===== src/rtl/corr_dump_collector.sv =====
// Wishbone-mastering dump collector: on each accum_int rising edge reads baseband status,
// new_data and (if channel 0 dumped) six accumulators, committing 7-word records to a FIFO.
module corr_dump_collector #(
  parameter logic [31:0] BASE_ADDR   = 32'h2000_0000,
  parameter int unsigned FIFO_DEPTH  = 32,
  parameter int unsigned ACK_TIMEOUT = 64
) (
  input  logic                          clk,
  input  logic                          hw_rstn,
  input  logic                          accum_int,
  output logic [31:0]                   m_adr_o,
  input  logic [31:0]                   m_dat_i,
  output logic                          m_cyc_o,
  output logic                          m_stb_o,
  output logic                          m_we_o,
  output logic [3:0]                    m_sel_o,
  input  logic                          m_ack_i,
  input  logic                          rd_en,
  output logic [31:0]                   rd_data,
  output logic                          empty,
  output logic [$clog2(FIFO_DEPTH):0]   level,
  output logic                          overrun,
  output logic                          dropped,
  output logic                          bus_err,
  input  logic                          clr_flags
);

  localparam int unsigned AW = $clog2(FIFO_DEPTH);
  localparam int unsigned LW = AW + 1;
  localparam int unsigned TW = $clog2(ACK_TIMEOUT + 1);

  typedef enum logic [2:0] {
    StIdle, StRdStat, StRdNew, StCheck, StRdAcc, StGap, StCommit
  } state_e;

  state_e          r_state, r_next;
  logic            r_accum_d, r_pending;
  logic            r_cyc, r_stb;
  logic [31:0]     r_adr;
  logic [7:0]      r_status, r_new, r_seq;
  logic [2:0]      r_idx;
  logic [TW-1:0]   r_tmo;
  logic [AW-1:0]   r_wptr, r_wptr_s, r_rptr;
  logic [LW-1:0]   r_level;
  logic            r_overrun, r_dropped, r_bus_err;
  logic [31:0]     r_mem [FIFO_DEPTH];

  logic            w_edge, w_ack, w_tmo, w_pop, w_commit, w_space_ok;
  logic            w_set_overrun, w_set_dropped, w_set_buserr;
  logic            w_mem_we;
  logic [AW-1:0]   w_mem_addr;
  logic [31:0]     w_mem_wdata;
  logic [LW-1:0]   w_free;

  always_comb begin
    w_edge        = accum_int & ~r_accum_d;
    w_ack         = m_ack_i & r_stb;
    w_tmo         = r_stb & ~m_ack_i & (r_tmo == TW'(ACK_TIMEOUT - 1));
    w_pop         = rd_en & (r_level != '0);
    w_commit      = (r_state == StCommit);
    w_free        = LW'(FIFO_DEPTH) - r_level;
    w_space_ok    = (w_free >= LW'(7));
    w_set_overrun = w_edge & (r_state != StIdle);
    w_set_dropped = (r_state == StCheck) & r_new[0] & ~w_space_ok;
    w_set_buserr  = w_tmo;
    w_mem_we      = ((r_state == StCheck) & r_new[0] & w_space_ok) |
                    ((r_state == StRdAcc) & w_ack);
    w_mem_addr    = (r_state == StCheck) ? r_wptr : r_wptr_s;
    w_mem_wdata   = (r_state == StCheck) ? {8'hA5, r_seq, r_status, r_new} : m_dat_i;
  end

  always_ff @(posedge clk or negedge hw_rstn) begin
    if (!hw_rstn) begin
      r_state   <= StIdle;
      r_next    <= StIdle;
      r_pending <= 1'b0;
      r_cyc     <= 1'b0;
      r_stb     <= 1'b0;
      r_adr     <= '0;
      r_status  <= '0;
      r_new     <= '0;
      r_seq     <= '0;
      r_idx     <= '0;
      r_tmo     <= '0;
      r_wptr    <= '0;
      r_wptr_s  <= '0;
    end else begin
      if (w_set_overrun) r_pending <= 1'b1;
      unique case (r_state)
        StIdle: begin
          if (w_edge || r_pending) begin
            r_pending <= 1'b0;
            r_cyc     <= 1'b1;
            r_stb     <= 1'b1;
            r_adr     <= BASE_ADDR + 32'h380;
            r_tmo     <= '0;
            r_state   <= StRdStat;
          end
        end
        StRdStat, StRdNew, StRdAcc: begin
          if (w_ack) begin
            r_cyc <= 1'b0;
            r_stb <= 1'b0;
            if (r_state == StRdStat) begin
              r_status <= m_dat_i[7:0];
              r_next   <= StRdNew;
              r_state  <= StGap;
            end else if (r_state == StRdNew) begin
              // CHECK doubles as the idle cycle before the first accumulator read
              r_new   <= m_dat_i[7:0];
              r_state <= StCheck;
            end else begin
              r_wptr_s <= r_wptr_s + AW'(1);
              if (r_idx == 3'd5) begin
                r_state <= StCommit;
              end else begin
                r_idx   <= r_idx + 3'd1;
                r_next  <= StRdAcc;
                r_state <= StGap;
              end
            end
          end else if (w_tmo) begin
            r_cyc   <= 1'b0;
            r_stb   <= 1'b0;
            r_state <= StIdle;
          end else begin
            r_tmo <= r_tmo + TW'(1);
          end
        end
        StGap: begin
          r_cyc   <= 1'b1;
          r_stb   <= 1'b1;
          r_tmo   <= '0;
          r_state <= r_next;
          r_adr   <= (r_next == StRdNew) ? BASE_ADDR + 32'h384
                                         : BASE_ADDR + 32'h10 + {27'd0, r_idx, 2'b00};
        end
        StCheck: begin
          if (!r_new[0]) begin
            r_state <= StIdle;
          end else if (!w_space_ok) begin
            r_seq   <= r_seq + 8'd1;
            r_state <= StIdle;
          end else begin
            r_wptr_s <= r_wptr + AW'(1);
            r_idx    <= '0;
            r_cyc    <= 1'b1;
            r_stb    <= 1'b1;
            r_tmo    <= '0;
            r_adr    <= BASE_ADDR + 32'h10;
            r_state  <= StRdAcc;
          end
        end
        StCommit: begin
          r_wptr  <= r_wptr_s;
          r_seq   <= r_seq + 8'd1;
          r_state <= StIdle;
        end
        default: r_state <= StIdle;
      endcase
    end
  end

  always_ff @(posedge clk or negedge hw_rstn) begin
    if (!hw_rstn) begin
      r_accum_d <= 1'b0;
      r_rptr    <= '0;
      r_level   <= '0;
      r_overrun <= 1'b0;
      r_dropped <= 1'b0;
      r_bus_err <= 1'b0;
    end else begin
      r_accum_d <= accum_int;
      if (w_pop) r_rptr <= r_rptr + AW'(1);
      r_level <= r_level + (w_commit ? LW'(7) : LW'(0)) - (w_pop ? LW'(1) : LW'(0));
      // A set in the same cycle as clr_flags wins
      if (w_set_overrun)  r_overrun <= 1'b1;
      else if (clr_flags) r_overrun <= 1'b0;
      if (w_set_dropped)  r_dropped <= 1'b1;
      else if (clr_flags) r_dropped <= 1'b0;
      if (w_set_buserr)   r_bus_err <= 1'b1;
      else if (clr_flags) r_bus_err <= 1'b0;
    end
  end

  always_ff @(posedge clk) begin
    if (w_mem_we) r_mem[w_mem_addr] <= w_mem_wdata;
  end

  assign m_adr_o = r_adr;
  assign m_cyc_o = r_cyc;
  assign m_stb_o = r_stb;
  assign m_we_o  = 1'b0;
  assign m_sel_o = 4'hf;
  assign empty   = (r_level == '0);
  assign level   = r_level;
  assign rd_data = empty ? 32'd0 : r_mem[r_rptr];
  assign overrun = r_overrun;
  assign dropped = r_dropped;
  assign bus_err = r_bus_err;

endmodule

===== config.mk =====
export PLATFORM = sky130hd
export DESIGN_NAME = corr_dump_collector
export DESIGN_NICKNAME = d
export VERILOG_FILES = /design/src/rtl/corr_dump_collector.sv
export SDC_FILE = /design/constraint.sdc
export NUM_CORES = 1
export LEC_CHECK = 0
export ABC_AREA = 1
export CORE_AREA = 4 4 251 437
export CTS_BUF_LIST = sky130_fd_sc_hd__clkbuf_8
export CTS_CLUSTER_SIZE = 8
export DETAILED_ROUTE_END_ITERATION = 8
export DIE_AREA = 0 0 255 441
export DONT_BUFFER_PORTS = 1
export PLACE_DENSITY = 0.7
export REMOVE_ABC_BUFFERS = 1
export SLEW_MARGIN = 20
export SYNTH_ARGS = -nofsm -noshare
export SYNTH_HDL_FRONTEND = slang
export SYNTH_SLANG_ARGS = --single-unit
export TNS_END_PERCENT = 50

===== constraint.sdc =====
create_clock -name clk -period 3.6 [get_ports clk]
set_input_delay 0.72 -clock clk [delete_from_list [all_inputs] [get_ports clk]]
set_output_delay 0.72 -clock clk [all_outputs]
set_load 0.005 [all_outputs]

After elaboration in Yosys (flattened, before gate mapping):

Memory sizes are Yosys's and may differ from the RTL's.
Cells that the tools add are included.

* add/sub/neg operators: 10
* $lt $le $gt $ge: 1
* equal/unequal tests: 22
* multiplexer cells: 59
* bitwise gates (word level): 15
* reductions and logical operators: 23

Operators with widths (number)
* 2-to-1 mux 32 bit: 5
* one-hot mux 32 bit (3 select lines): 1
* 2-to-1 mux 3 bit: 17
* 2-to-1 mux 7 bit: 5
* adder 30 x 5 -> 31 bit, first input constant: 1
* 2-to-1 mux 31 bit: 1
* 2-to-1 mux 5 bit: 6
* one-hot mux 7 bit (4 select lines): 1
* inequality test 2 bit, second input constant: 12
* 2-to-1 mux 8 bit: 2
* one-hot mux 8 bit (2 select lines): 1
* adder 5 x 1 -> 5 bit, second input constant: 3
* 2-to-1 mux 1 bit: 15
* equality test 3 bit, second input constant: 4
* one-hot mux 3 bit (4 select lines): 1
* AND reduction 4 bit: 3
* AND reduction 6 bit: 2
* bitwise AND 1 bit: 10
* one-hot mux 5 bit (2 select lines): 1
* nonzero test 2 bit: 5
* equality test 3 x 2 -> 1 bit, second input constant: 3
* adder 8 x 1 -> 8 bit, second input constant: 1
* adder 7 x 1 -> 7 bit, second input constant: 1
* equality test 7 x 6 -> 1 bit, second input constant: 1
* other kinds (23): 28

* flip-flop bits (word level): 99
* memory bits (writable): 1024
* output and inout bits: 81
* memories kept: 1

Memories
* r_mem: depth 32, bits a word 32, rd ports 1, clocked after memory_dff 0, wr ports 1, line 46 `logic [31:0] r_mem [FIFO_DEPTH];`

Longest topological paths before layout:

* depth after elaboration: 6
* depth in mapped cells: 14
* gate-level depth less buffers: 14

Least setup slack after synthesis:

OpenSTA, ideal clock, no wires.

* kind: flip-flop to flip-flop
* start: register r_state[2]
* end: memory r_mem[15][0], enable pin
* library setup time: 0.432 ns
* arrival time: 3.040 ns
* data required time: 3.168 ns
* path slack: 0.128 ns
* cell stages (with the launch flop): 8
* buffers on the path: 1
* clock period less this slack: 3.472 ns
* path through: dfrtp_1 inv_2 nand3_2 buf_2 o21ai_1 ha_1 nand4_1 a21oi_1

* word-level cells in the longest chain between the ends: 6
* elaborated cells on any way between the ends: 9
* those cells by class: 2 x eq/ne; 3 x mux; 4 x bitwise

Ends and longest elaborated chain
* start, declared: line 36 `state_e r_state, r_next;`
* start signal, assigned: line 74 `r_state <= StIdle;`
* start signal, assigned: line 97 `r_state <= StRdStat;`
* start signal, assigned: line 107 `r_state <= StGap;`
* equality test 3 x 2 -> 1 bit: line 66, 68
* bitwise AND 1 bit (2 in series): line 66 `w_mem_we = ((r_state == StCheck) & r_new[0] & w_space_ok) |`
* bitwise OR 1 bit: line 66
* 2-to-1 mux 1 bit: line 187 `if (w_mem_we) r_mem[w_mem_addr] <= w_mem_wdata;`
* 2-to-1 mux 1 bit (not written as such): line 187
* end, declared: line 46

Several ways; a longest one is shown, not always the timed one.

Final worst setup path:

* start: register r_rptr[0]
* end: output port rd_data[23]

* word-level cells in the longest chain between the ends: 2

Ends and longest elaborated chain
* start, declared: line 43 `logic [AW-1:0] r_wptr, r_wptr_s, r_rptr;`
* start signal, assigned: line 174 `if (w_pop) r_rptr <= r_rptr + AW'(1);`
* memory (32 x 32 bit)
* 2-to-1 mux 32 bit: line 197 `assign rd_data = empty ? 32'd0 : r_mem[r_rptr];`
* end, declared: line 19 `output logic [31:0] rd_data,`

Every way passes these cells.

==> summary.txt <==
Timing
  • Max Clk Rate: roughly 280 MHz
  • Unrepaired setup endpoints after global routing: true
  • Tmin final: between 3 and 4 ns
  • Tightest Pin Transition: around 1.1 ns
  • Worst Clk Skew: roughly 0.045 ns
  • Setup violations, final: 0
  • Slew HR: between 20% and 30%
  • Worst Hold Margin: around 0.079 ns
  • Crit share post-route: 99.6%
  • Count of pins over their slew limit: 0
  • Final setup margin: between 0.01 and 0.015 ns
  • Hold Vio Cnt, Final: 0

Drt
  • Routed wl met2: 66100 µm
  • Met1 Routed Length: roughly 46000 µm
  • Final WL: about 130000 µm
  • Detail Route Antenna Nets: 0
  • Top sig layer: met5
  • DR pass1 iterations: 6
  • Initial DRC count: ~3600
  • Remaining DRCs: 0
  • Wire per inst: approximately 24 µm
  • Via count: approximately 31000
  • Met3 Wirelength: about 12000 µm
  • Routed vias/inst: 5.69

Setup path
  • R2R depth: 7
  • CP Launch Type: register
  • Worst flop-to-flop path endpoint: r_mem[31][28]$_DFFE_PP_
  • R2r startpoint: r_state[2]$_DFFE_PN0P_
  • CP arrival: between 2 and 3 ns
  • CP max stage cell: dfrtp_4
  • Crit path largest cell delay: about 0.45 ns
  • Max FO, Critical Path: 28
  • Critical path type: reg2out
  • CP Capture Type: primary output
  • R2R setup slack: 0.56 ns
  • Crit-path leading delay family: buffers and inverters
  • Crit path buffers/inverters: 5
  • Worst Path Required: ~2.9 ns
  • Critical path cell sequence: buf_12 -> clkinv_16 -> buf_16 -> buf_16 -> o21ai_0 -> nand3_1 -> nand3_1 -> nand2_1 -> nand2_1 -> nor2_2 -> buf_4

Final layout
  • Final #Nets: approximately 4200
  • # fillers: a little over 9000
  • Layout area overhead: 13.2%
  • Share of cells above drive strength 1: between 10% and 20%

Pwr
  • Clock power frac: a little over a fifth
  • VDD IR-drop max: 0.512 mV
  • Leakage: between 15 and 20 nW
  • Sequential share of power: a little under two fifths
  • Switching power total: about 0.015 W
  • P_int: between 0.02 and 0.025 W
  • Sw Share: roughly two fifths
  • Logic gate share of total power: between 30% and 40%
  • Pwr dens: between 700 and 800 mW/mm²
  • Power, Total: 0.0389 W

GRT
  • Overall routing resource usage: between 20% and 30%
  • Initial antenna violation count: 10
  • Largest net degree at the start of global routing: ~90
  • Overflow after GRT: 0
  • First-pass GRT wire length: between 150000 and 200000 µm
  • Vias in the first global route: just over 30000

Floorplan
  • Initial core utilization: 42.8%
  • IO Pins: between 100 and 150
  • Chip Width: 255 µm
  • DIE AREA: approximately 0.11 mm²
  • DIE HEIGHT: approximately 440 µm
  • Row count: roughly 160
  • Core Box Area: ~0.11 mm²

Clock network
  • Worst-path clk slew: ~0.06 ns
  • CTS tree: built
  • # clock sinks: approximately 1100
  • Num CTS Buffers: 159
  • H-tree lvl count: 4
  • Clk Tree Root Cell: clkbuf_8
  • Worst-Skew Late Latency: roughly 0.85 ns
  • CTS max path bufs: 3

Synthesis
  • Ys flop type: edfxtp_1
  • Post-Synth Adder-Cell Area: 0.569%
  • Compound-Gate Fraction of Synth Area: 6.11%
  • Post-synth top area cell: edfxtp_1
  • Top cells by area, synth: edfxtp_1 68%, nand2_1 6.8%, nor2_1 5.7%
  • Post-Synth XOR/XNOR Area: less than 1%
  • Synthesized instance count: slightly below 4000
  • Sequential share of the synthesized area: about 72%
  • Top-area cell type share of the netlist area: 67.8%
  • FFs w/ async S/R, synth: approximately 6.6%
  • Largest family of logic cells by synthesized area: simple AND/OR/NAND/NOR gates
  • Post-synthesis mux area share: 0%
  • Mapped Area: between 0.04 and 0.05 mm²
  • Cell variety after synth: 33
  • Number of synthesized flops with an enable pin: 1024
  • Synthesized area per cell: ~11 µm²
  • FF+latch count, synth: 1096
  • Synth Warn #: 0
  • Synth Area in Simple Gates: between 10% and 20%

Flow run
  • Max_cap viols: 0

Min path
  • Min-Delay Endpoint: r_new[5]$_DFFE_PN0P_
  • Min-Delay Path Class: in2reg
  • Worst hold path stage count: 2
  • HP Start: m_dat_i[5]

Placed design
  • PortBufs: 0
  • Setup WS pre-CTS: 0.560 ns
  • Gpl congestion: about 0.83
  • Detailed Place HPWL: approximately 70000 µm

Run status
  • Status: complete, no violations
==> state kept, by name (all words and copies together) (netlist names) <==
name,cells
r_idx,3
r_accum_d,1
m_stb_o,1
r_wptr,5
dropped,1
r_mem,1024
r_seq,8
r_wptr_s,5
r_tmo,7
r_rptr,5
r_new,8
overrun,1
r_state,3
r_pending,1
bus_err,1
m_adr_o,6
r_next,2
level,6
r_status,8
==> final cells by class <==
class	count	area, µm²	share of cell area, %
clock inverters	53	262	0.510
well taps	1360	1700	3.32
clock buffers	163	2240	4.37
flip-flops and latches	1096	32600	63.4
multi-input cells	2557	11600	22.7
repair inverters	6	55.1	0.107
inverters	89	380	0.741
diodes	3	7.51	0.0146
repair buffers	190	2480	4.83
==> synthesized netlist by cell type, types with 2 or more instances <==
master    instances
edfxtp_1       1024
nand2_1         825
nor2_1          694
o21ai_0         396
nand3_1         383
clkbuf_1         98
inv_1            83
buf_2            81
o21ai_1          76
a21oi_1          72
dfrtp_1          72
buf_4            51
ha_1             19
xor2_1           18
nand4_1          17
buf_6            14
buf_1            11
nand2_2           6
or2_2             6
inv_2             5
nand3_2           4
nor3_1            3
conb_1            2
o21a_1            2
==> through the flow <==
| step | utilization [%] | std cells | setup TNS [ns] | area [µm²] |
|---|---|---|---|---|
| 6_report | 48.4 | 5517 | 0 | 51300 |
| 5_1_grt | 48.4 | 5516 | -0.505 | 51300 |
| 4_1_cts | 48.1 | 5505 | -0.00141 | 50900 |
| 3_5_place_dp | 45.1 | 5262 | 0 | 47800 |
| 3_3_place_gp | 45.1 | 5262 | 0 | 47800 |
| 2_1_floorplan | - | 3742 | -439.72 | 44100 |
==> worst reg2reg max path, stage by stage, from the launching register on <==
cell and delay (ns):
dfrtp_1 0.42, inv_2 0.11, nand3_2 0.35, o21ai_1 0.47, ha_1 0.30, nand2_1 0.40, nor2_4 0.23, buf_4 0.39
==> cells by family (layout without fill, tap and decap cells) <==
| family | Yosys count | after routing |
|---|---|---|
| adders and majority gates | 20 | 20 |
| AOI/OAI and AO/OA | 549 | 549 |
| DFF | 1096 | 1096 |
| other | 2 | 32 |
| xor gates and xnor gates | 19 | 19 |
| and+or+nand+nor | 1940 | 1940 |
| buffers and inverters | 345 | 501 |
==> worst max-delay path by stage <==
| stage | to | slack [ns] | cells past startpoint | from |
|---|---|---|---|---|
| 6_report | rd_data[23] | 0.01 | 11 | r_rptr[0]$_DFFE_PN0P_ |
| 5_1_grt | rd_data[14] | -0.07 | 11 | r_rptr[0]$_DFFE_PN0P_ |
| 4_1_cts | rd_data[25] | -0.001 | 13 | r_rptr[0]$_DFFE_PN0P_ |
| 3_5_place_dp | rd_data[22] | 0.56 | 10 | r_rptr[0]$_DFFE_PN0P_ |
| 3_3_place_gp | rd_data[1] | 0.53 | 11 | r_rptr[0]$_DFFE_PN0P_ |
| 2_1_floorplan | rd_data[10] | -12.52 | 7 | r_rptr[0]$_DFFE_PN0P_ |
==> repair_timing <==
action,in CTS,in global routing
gates cloned,14,7
pin swaps,1,9
hold buffers,4,0
endpoints found under the setup margin,32,31
gates resized for setup,27,65
buffers inserted,9,2
endpoints found under the hold margin,76,0
==> layout by cell type (no fill, tap or decap), types with 6 or more instances in the layout <==
cell,n
nor2_2,25
clkbuf_8,163
a21oi_2,9
buf_16,16
nand4_1,17
edfxtp_1,1024
nor2_1,633
conb_1,29
o21ai_0,365
ha_1,19
a21oi_1,62
or2_2,6
nor2_4,38
clkbuf_16,7
nand2_1,822
inv_6,9
inv_1,113
nand3_1,380
buf_12,35
buf_6,7
dfrtp_1,68
nand3_2,7
clkinvlp_4,9
buf_4,115
nand2_2,9
o21ai_1,100
xor2_1,18
==> routing by layer <==
layer | track usage (%) | vias to the layer above
li1 | - | 13900
met1 | 26.9 | 15100
met2 | 39.4 | 1846
met3 | 4.47 | 513
met4 | 13.7 | 2
met5 | 0 | -
==> power by group through the flow <==
stage / clock, W / combinational [W] / sequential [W]
finish: 0.00857 / 0.0155 / 0.0148
detailed placement: 0 / 0.0134 / 0.0152
global route: 0.00919 / 0.0169 / 0.0149
floorplan: 0 / 0.00660 / 0.0156
CTS: 0.00867 / 0.0147 / 0.0148
global placement: 0 / 0.0131 / 0.0152
Power figures use the tool's default switching activity.
